===== config.mk =====
export PLATFORM = sky130hd
export DESIGN_NAME = i2c_reg_sequencer
export DESIGN_NICKNAME = d
export VERILOG_FILES = /design/src/rtl/i2c_seq_pkg.sv /design/src/rtl/i2c_busy_edge.sv /design/src/rtl/i2c_reg_sequencer.sv
export SDC_FILE = /design/constraint.sdc
export NUM_CORES = 1
export LEC_CHECK = 0
export BUFFER_PORTS_ARGS = -buffer_cell sky130_fd_sc_hd__buf_2
export CORE_ASPECT_RATIO = 0.6
export CORE_MARGIN = 2
export CORE_UTILIZATION = 50
export CTS_BUF_LIST = sky130_fd_sc_hd__clkbuf_4
export DETAILED_ROUTE_END_ITERATION = 7
export PLACE_DENSITY = 0.75
export SYNTH_ARGS = -nofsm -noshare
export SYNTH_HDL_FRONTEND = slang
export SYNTH_SLANG_ARGS = --single-unit
export TNS_END_PERCENT = 10

===== constraint.sdc =====
create_clock -name clk48 -period 3.72 [get_ports clk48]
set_input_delay 0.186 -clock clk48 [delete_from_list [all_inputs] [get_ports clk48]]
set_output_delay 0.186 -clock clk48 [all_outputs]
set_load 0.02 [all_outputs]

===== src/rtl/i2c_seq_pkg.sv =====
// Shared types and constants for the I2C register-transaction sequencer.
package i2c_seq_pkg;

  typedef enum logic [2:0] {IDLE, WAIT_IDLE, RUN, WAIT_END, DONE} seq_state_t;

  // Op counter holds up to MAX_LEN+1 = 16 ops.
  localparam int OP_W        = 5;
  localparam int TIMEOUT_48M = 2400000;

  function automatic logic [3:0] clamp_len(input logic [3:0] len, input int max_len);
    if (len == 4'd0) return 4'd1;
    if (int'(len) > max_len) return 4'(max_len);
    return len;
  endfunction

endpackage


===== src/rtl/i2c_busy_edge.sv =====
// Registers the i2c_master busy flag and flags its rising/falling edges.
module i2c_busy_edge (
  input  logic clk48,
  input  logic reset_n,
  input  logic busy,
  output logic rise,
  output logic fall
);
  logic busy_last;

  always_ff @(posedge clk48 or negedge reset_n) begin
    if (!reset_n) busy_last <= 1'b0;
    else          busy_last <= busy;
  end

  assign rise = busy & ~busy_last;
  assign fall = ~busy & busy_last;
endmodule


===== src/rtl/i2c_reg_sequencer.sv =====
// Runs a full register write or read (index write + repeated-start read) on the
// byte-level i2c_master, one command at a time, with NACK/timeout status.
module i2c_reg_sequencer
  import i2c_seq_pkg::*;
#(
  parameter int MAX_LEN        = 4,
  parameter int TIMEOUT_CYCLES = TIMEOUT_48M
) (
  input  logic                 clk48,
  input  logic                 reset_n,
  input  logic                 cmd_valid,
  output logic                 cmd_ready,
  input  logic [6:0]           cmd_dev,
  input  logic                 cmd_rw,
  input  logic [7:0]           cmd_reg,
  input  logic [3:0]           cmd_len,
  input  logic [8*MAX_LEN-1:0] cmd_wdata,
  output logic                 rsp_done,
  output logic                 rsp_error,
  output logic [8*MAX_LEN-1:0] rsp_rdata,
  output logic                 m_ena,
  output logic [6:0]           m_addr,
  output logic                 m_rw,
  output logic [7:0]           m_data_wr,
  input  logic                 m_busy,
  input  logic [7:0]           m_data_rd,
  input  logic                 m_ack_error
);
  localparam int TW = $clog2(TIMEOUT_CYCLES + 1);

  seq_state_t           state, state_n;
  logic                 out_of_reset;
  logic                 rise, fall, accept, busy_st, timeout;
  logic [6:0]           dev_q;
  logic                 rw_q;
  logic [7:0]           reg_q;
  logic [3:0]           n_q;
  logic [8*MAX_LEN-1:0] wdata_q;
  logic [OP_W-1:0]      k, k_inc, t_ops;
  logic [TW-1:0]        tcnt;
  logic                 err;
  int                   wr_idx, rd_idx, last_idx;

  i2c_busy_edge u_edge (
    .clk48   (clk48),
    .reset_n (reset_n),
    .busy    (m_busy),
    .rise    (rise),
    .fall    (fall)
  );

  assign cmd_ready = out_of_reset && (state == IDLE);
  assign accept    = cmd_valid && cmd_ready;
  assign busy_st   = (state == WAIT_IDLE) || (state == RUN) || (state == WAIT_END);
  assign timeout   = busy_st && (tcnt == TW'(TIMEOUT_CYCLES - 1));
  assign k_inc     = k + OP_W'(1);
  assign t_ops     = OP_W'(n_q) + OP_W'(1);
  assign wr_idx    = int'(k_inc) - 1;
  assign rd_idx    = int'(k_inc) - 3;
  assign last_idx  = int'(n_q) - 1;
  assign rsp_done  = (state == DONE);
  assign rsp_error = (state == DONE) && err;

  always_ff @(posedge clk48 or negedge reset_n) begin
    if (!reset_n) state <= IDLE;
    else          state <= state_n;
  end

  // Timeout is checked first in every busy state so it beats a same-cycle edge.
  always_comb begin
    state_n = state;
    case (state)
      IDLE:      if (accept) state_n = WAIT_IDLE;
      WAIT_IDLE: if (timeout) state_n = DONE;
                 else if (!m_busy) state_n = RUN;
      RUN:       if (timeout) state_n = DONE;
                 else if (rise && k_inc == t_ops) state_n = WAIT_END;
      WAIT_END:  if (timeout || fall) state_n = DONE;
      DONE:      state_n = IDLE;
      default:   state_n = IDLE;
    endcase
  end

  always_ff @(posedge clk48 or negedge reset_n) begin
    if (!reset_n) begin
      out_of_reset <= 1'b0;
      dev_q        <= '0;
      rw_q         <= 1'b0;
      reg_q        <= '0;
      n_q          <= '0;
      wdata_q      <= '0;
      k            <= '0;
      tcnt         <= '0;
      err          <= 1'b0;
      rsp_rdata    <= '0;
      m_ena        <= 1'b0;
      m_addr       <= '0;
      m_rw         <= 1'b0;
      m_data_wr    <= '0;
    end else begin
      out_of_reset <= 1'b1;
      if (busy_st) begin
        tcnt <= tcnt + TW'(1);
        if ((rise || fall) && m_ack_error) err <= 1'b1;
      end
      case (state)
        IDLE: if (accept) begin
          dev_q   <= cmd_dev;
          rw_q    <= cmd_rw;
          reg_q   <= cmd_reg;
          n_q     <= clamp_len(cmd_len, MAX_LEN);
          wdata_q <= cmd_wdata;
          k       <= '0;
          tcnt    <= '0;
          err     <= 1'b0;
        end
        WAIT_IDLE: if (timeout) begin
          m_ena <= 1'b0;
          err   <= 1'b1;
        end else if (!m_busy) begin
          m_ena     <= 1'b1;
          m_addr    <= dev_q;
          m_rw      <= 1'b0;
          m_data_wr <= reg_q;
          k         <= '0;
        end
        // Each rise means the master latched op k; queue the next one behind it.
        RUN: if (timeout) begin
          m_ena <= 1'b0;
          err   <= 1'b1;
        end else if (rise) begin
          k <= k_inc;
          if (k_inc == t_ops) m_ena <= 1'b0;
          else begin
            m_rw <= rw_q;
            if (!rw_q) m_data_wr <= wdata_q[8*wr_idx +: 8];
          end
          if (rw_q && k_inc >= OP_W'(3)) rsp_rdata[8*rd_idx +: 8] <= m_data_rd;
        end
        WAIT_END: if (timeout) begin
          m_ena <= 1'b0;
          err   <= 1'b1;
        end else if (fall && rw_q) begin
          rsp_rdata[8*last_idx +: 8] <= m_data_rd;
        end
        default: ;
      endcase
    end
  end
endmodule


==> impl_metrics.yaml <==
sta:
  drv_slew: 0
  relSlewSlack_pct: 29.9
  finalHoldViolCount: 0
  max_freq_mhz: 282
  clock_skew_ns: 0.0253
  fin_crit_ns: 3.54
  worstMarginPinSlew_ns: 1.05
  setup_violations: 0
  layout_setup_ws_ns: 0.176
  post-route-period-util_pct: 95.3
worst_hold_path:
  holdPathEnd: "n_q[0]"
  hold_path.class: "in -> reg"
  min-delay-start: "cmd_len[0]"
  holdPathStages: 4
synthesis:
  yosysSeqAreaShare_pct: 48.6
  ys_warn_count: 0
  synth_area_um2: 6910
  synthTopCellsByCount: "nand2_1 (187), dfrtp_1 (134), mux2_2 (51)"
  synthCells: 674
  netlist_top_cells_area: "dfrtp_1 (49%), nand2_1 (10%), mux2_2 (8.3%)"
  ys_ff_latch: 134
  synth_most_common_cell: "nand2_1"
  synth-async-reset-ratio_pct: 100
  synth_area_per_cell_um2: 10.2
  syn_nets: 759
  synthFlopType: "dfrtp_1"
  synth_edf_count: 0
  synth_cell_types: 66
  yosysTopAreaCell: "dfrtp_1"
  netlist.area_leader.share_pct: 48.6
placed_design:
  port_buffers: 116
  placed_cell_area_um2: 7620
  dp_hpwl_um: 11200
  pre_cts_ws_ns: -0.123
  gp_congestion: 0.844
  dp.cells: 945
floorplan:
  die_w_um: 156
  core_region_area_um2: 13600
  die_h_um: 95.0
  num_rows: 33
  initial_core_util_pct: 50.8
  die_area_um2: 14800
  ioPinCount: 117
worst_setup_path:
  path_class: "reg -> reg"
  timing.rr.start: "k[0]"
  worst_ep_required_time_ns: 4.14
  reg2reg_slack_ns: 0.18
  crit_fanout: 8
  ff2ff_path_depth: 12
  endpoint_kind: "flop"
  arrival_ns: 3.96
  rr_endpoint: "rsp_rdata[1]"
  startpoint_type: "flop"
layout:
  drive_gt1_share_pct: 28.9
  area_growth_pct: 24.9
  fin_cells: 1039
  final_util_pct: 63.5
  nets: 937
  diodes: 0
  fill_cells: 1055
  design_area_um2: 8630
power:
  p_leak_uw: 0.00427
  pwr_density_cell_nw_per_um2: 644
  ir_drop_mv: 0.337
drt:
  vias: 5522
  viasPerCell: 5.31
  drt_wl_total_um: 17100
  wl_per_cell_um: 16.4
  drt_first_pass_iters: 5
  first_iter_violations: 411
  post-route-drc-count: 0
  ant_nets: 0
cts:
  clkSinkCount: 134
  cts_buffers: 17
  root_buffer: "clkbuf_4"
  clockBufferDepth: 2
  cts_tree: "built"
  insertion_delay_ns: 0.54
  clk_pin_slew_ns: 0.11
  htreeDepth: 4
flow_run:
  maxCapViolCount: 0
global_routing:
  grt_first_pass_wirelength_um: 27700
  grt_overflow_total: 0
  grt_start_max_net_pins: 76
  grt.total_usage_pct: 24.2
  antenna_found_initial: 0
  grt_pass1_vias: 5656
run_status:
  status: "finished clean"
-- per-stage QoR --
stage               power [µW]  TNS (ns)  hold WS [ns]
CTS                       5540         0       0.00136
floorplan                 3800         0        -0.110
global placement          4250         0         0.374
detailed placement        4380    -0.887         0.379
global route              5960  -0.00399        0.0224
finish                    5560         0        0.0302
-- registers in the layout, summed over array words and instances (netlist names) --
register          flops
wdata_q              32
k                     5
rsp_rdata            32
out_of_reset          1
m_ena                 1
n_q                   4
state                 3
u_edge.busy_last      1
m_addr                7
rw_q                  1
err                   1
dev_q                 7
m_data_wr             8
tcnt                 22
m_rw                  1
reg_q                 8
-- cell usage in the layout, fill, tap and decap left out, types with 16 or more instances in the layout --
cell / Yosys / routed
buf_2: 3 / 115
clkbuf_4: 0 / 19
dfrtp_1: 134 / 133
dlygate4sd3_1: 0 / 62
ha_1: 20 / 19
inv_1: 18 / 18
mux2_2: 51 / 51
nand2_1: 187 / 186
nand4_1: 17 / 17
nor2_1: 37 / 36
o21ai_0: 21 / 21
xnor2_1: 18 / 18
xor2_1: 17 / 16
-- layer usage --
layer	vias up	GRT usage [%]	part of all wire [%]	wire (µm)
li1	2660	-	-	-
met1	2667	32.6	46	7850
met2	170	39.7	48	8140
met3	25	4.73	4.7	793
met4	0	8.10	1.6	273
met5	-	0	0	0
-- worst max path at each step --
stage               start            end  cells after the start
floorplan            k[0]   rsp_rdata[0]                     15
global placement     k[1]  rsp_rdata[27]                     11
detailed placement   k[1]  rsp_rdata[29]                     11
CTS                  k[1]  rsp_rdata[25]                     11
global route         k[1]  rsp_rdata[25]                     12
finish               k[0]   rsp_rdata[1]                     12
-- worst max-delay path: stages, from the launching register on --
cell       delay, ns
dfrtp_1         0.44
buf_4           0.18
a211o_1         0.29
nand2_1         0.09
a31oi_1         0.11
or2_2           0.37
ha_1            0.23
or4_1           0.54
nor4b_2         0.22
o2111ai_1       0.17
a311oi_2        0.30
o21ai_4         0.16
mux2_2          0.32
-- power breakdown --
group	internal, µW	switching (µW)
clock	546	545
sequential	1860	332
combinational	983	1290
total	3390	2170
-- cell type report --
type	count	area, µm²	area share, %
Sequential cell	134	3350	38.9
Multi-Input combinational cell	491	3350	38.8
Timing Repair Buffer	190	1320	15.3
Tap cell	175	219	2.54
Clock inverter	12	176	2.04
Clock buffer	19	143	1.65
Inverter	18	67.6	0.783
-- what timing repair did --
action | 4_1_cts | 5_1_grt
gates resized for setup | 2 | 6
hold buffers | 62 | 0
pin swaps | 0 | 2
gates cloned | 0 | 0
hold endpoints to repair | 159 | 0
setup endpoints to repair | 17 | 27
buffers inserted | 0 | 1
-- cell families (layout without fill, tap and decap cells) --
| group | after synthesis | count (layout) | synth area share (%) |
|---|---|---|---|
| and+or+nand+nor | 320 | 320 | 22.1 |
| DFF | 134 | 134 | 48.6 |
| muxes | 61 | 61 | 11.2 |
| AOI/OAI and AO/OA | 51 | 51 | 5.40 |
| buffers and inverters | 49 | 239 | 3.75 |
| xor gates and xnor gates | 38 | 38 | 5.31 |
| adders and majority gates | 20 | 20 | 3.62 |
| other | 1 | 1 | 0.0543 |
Power figures use the tool's default switching activity.
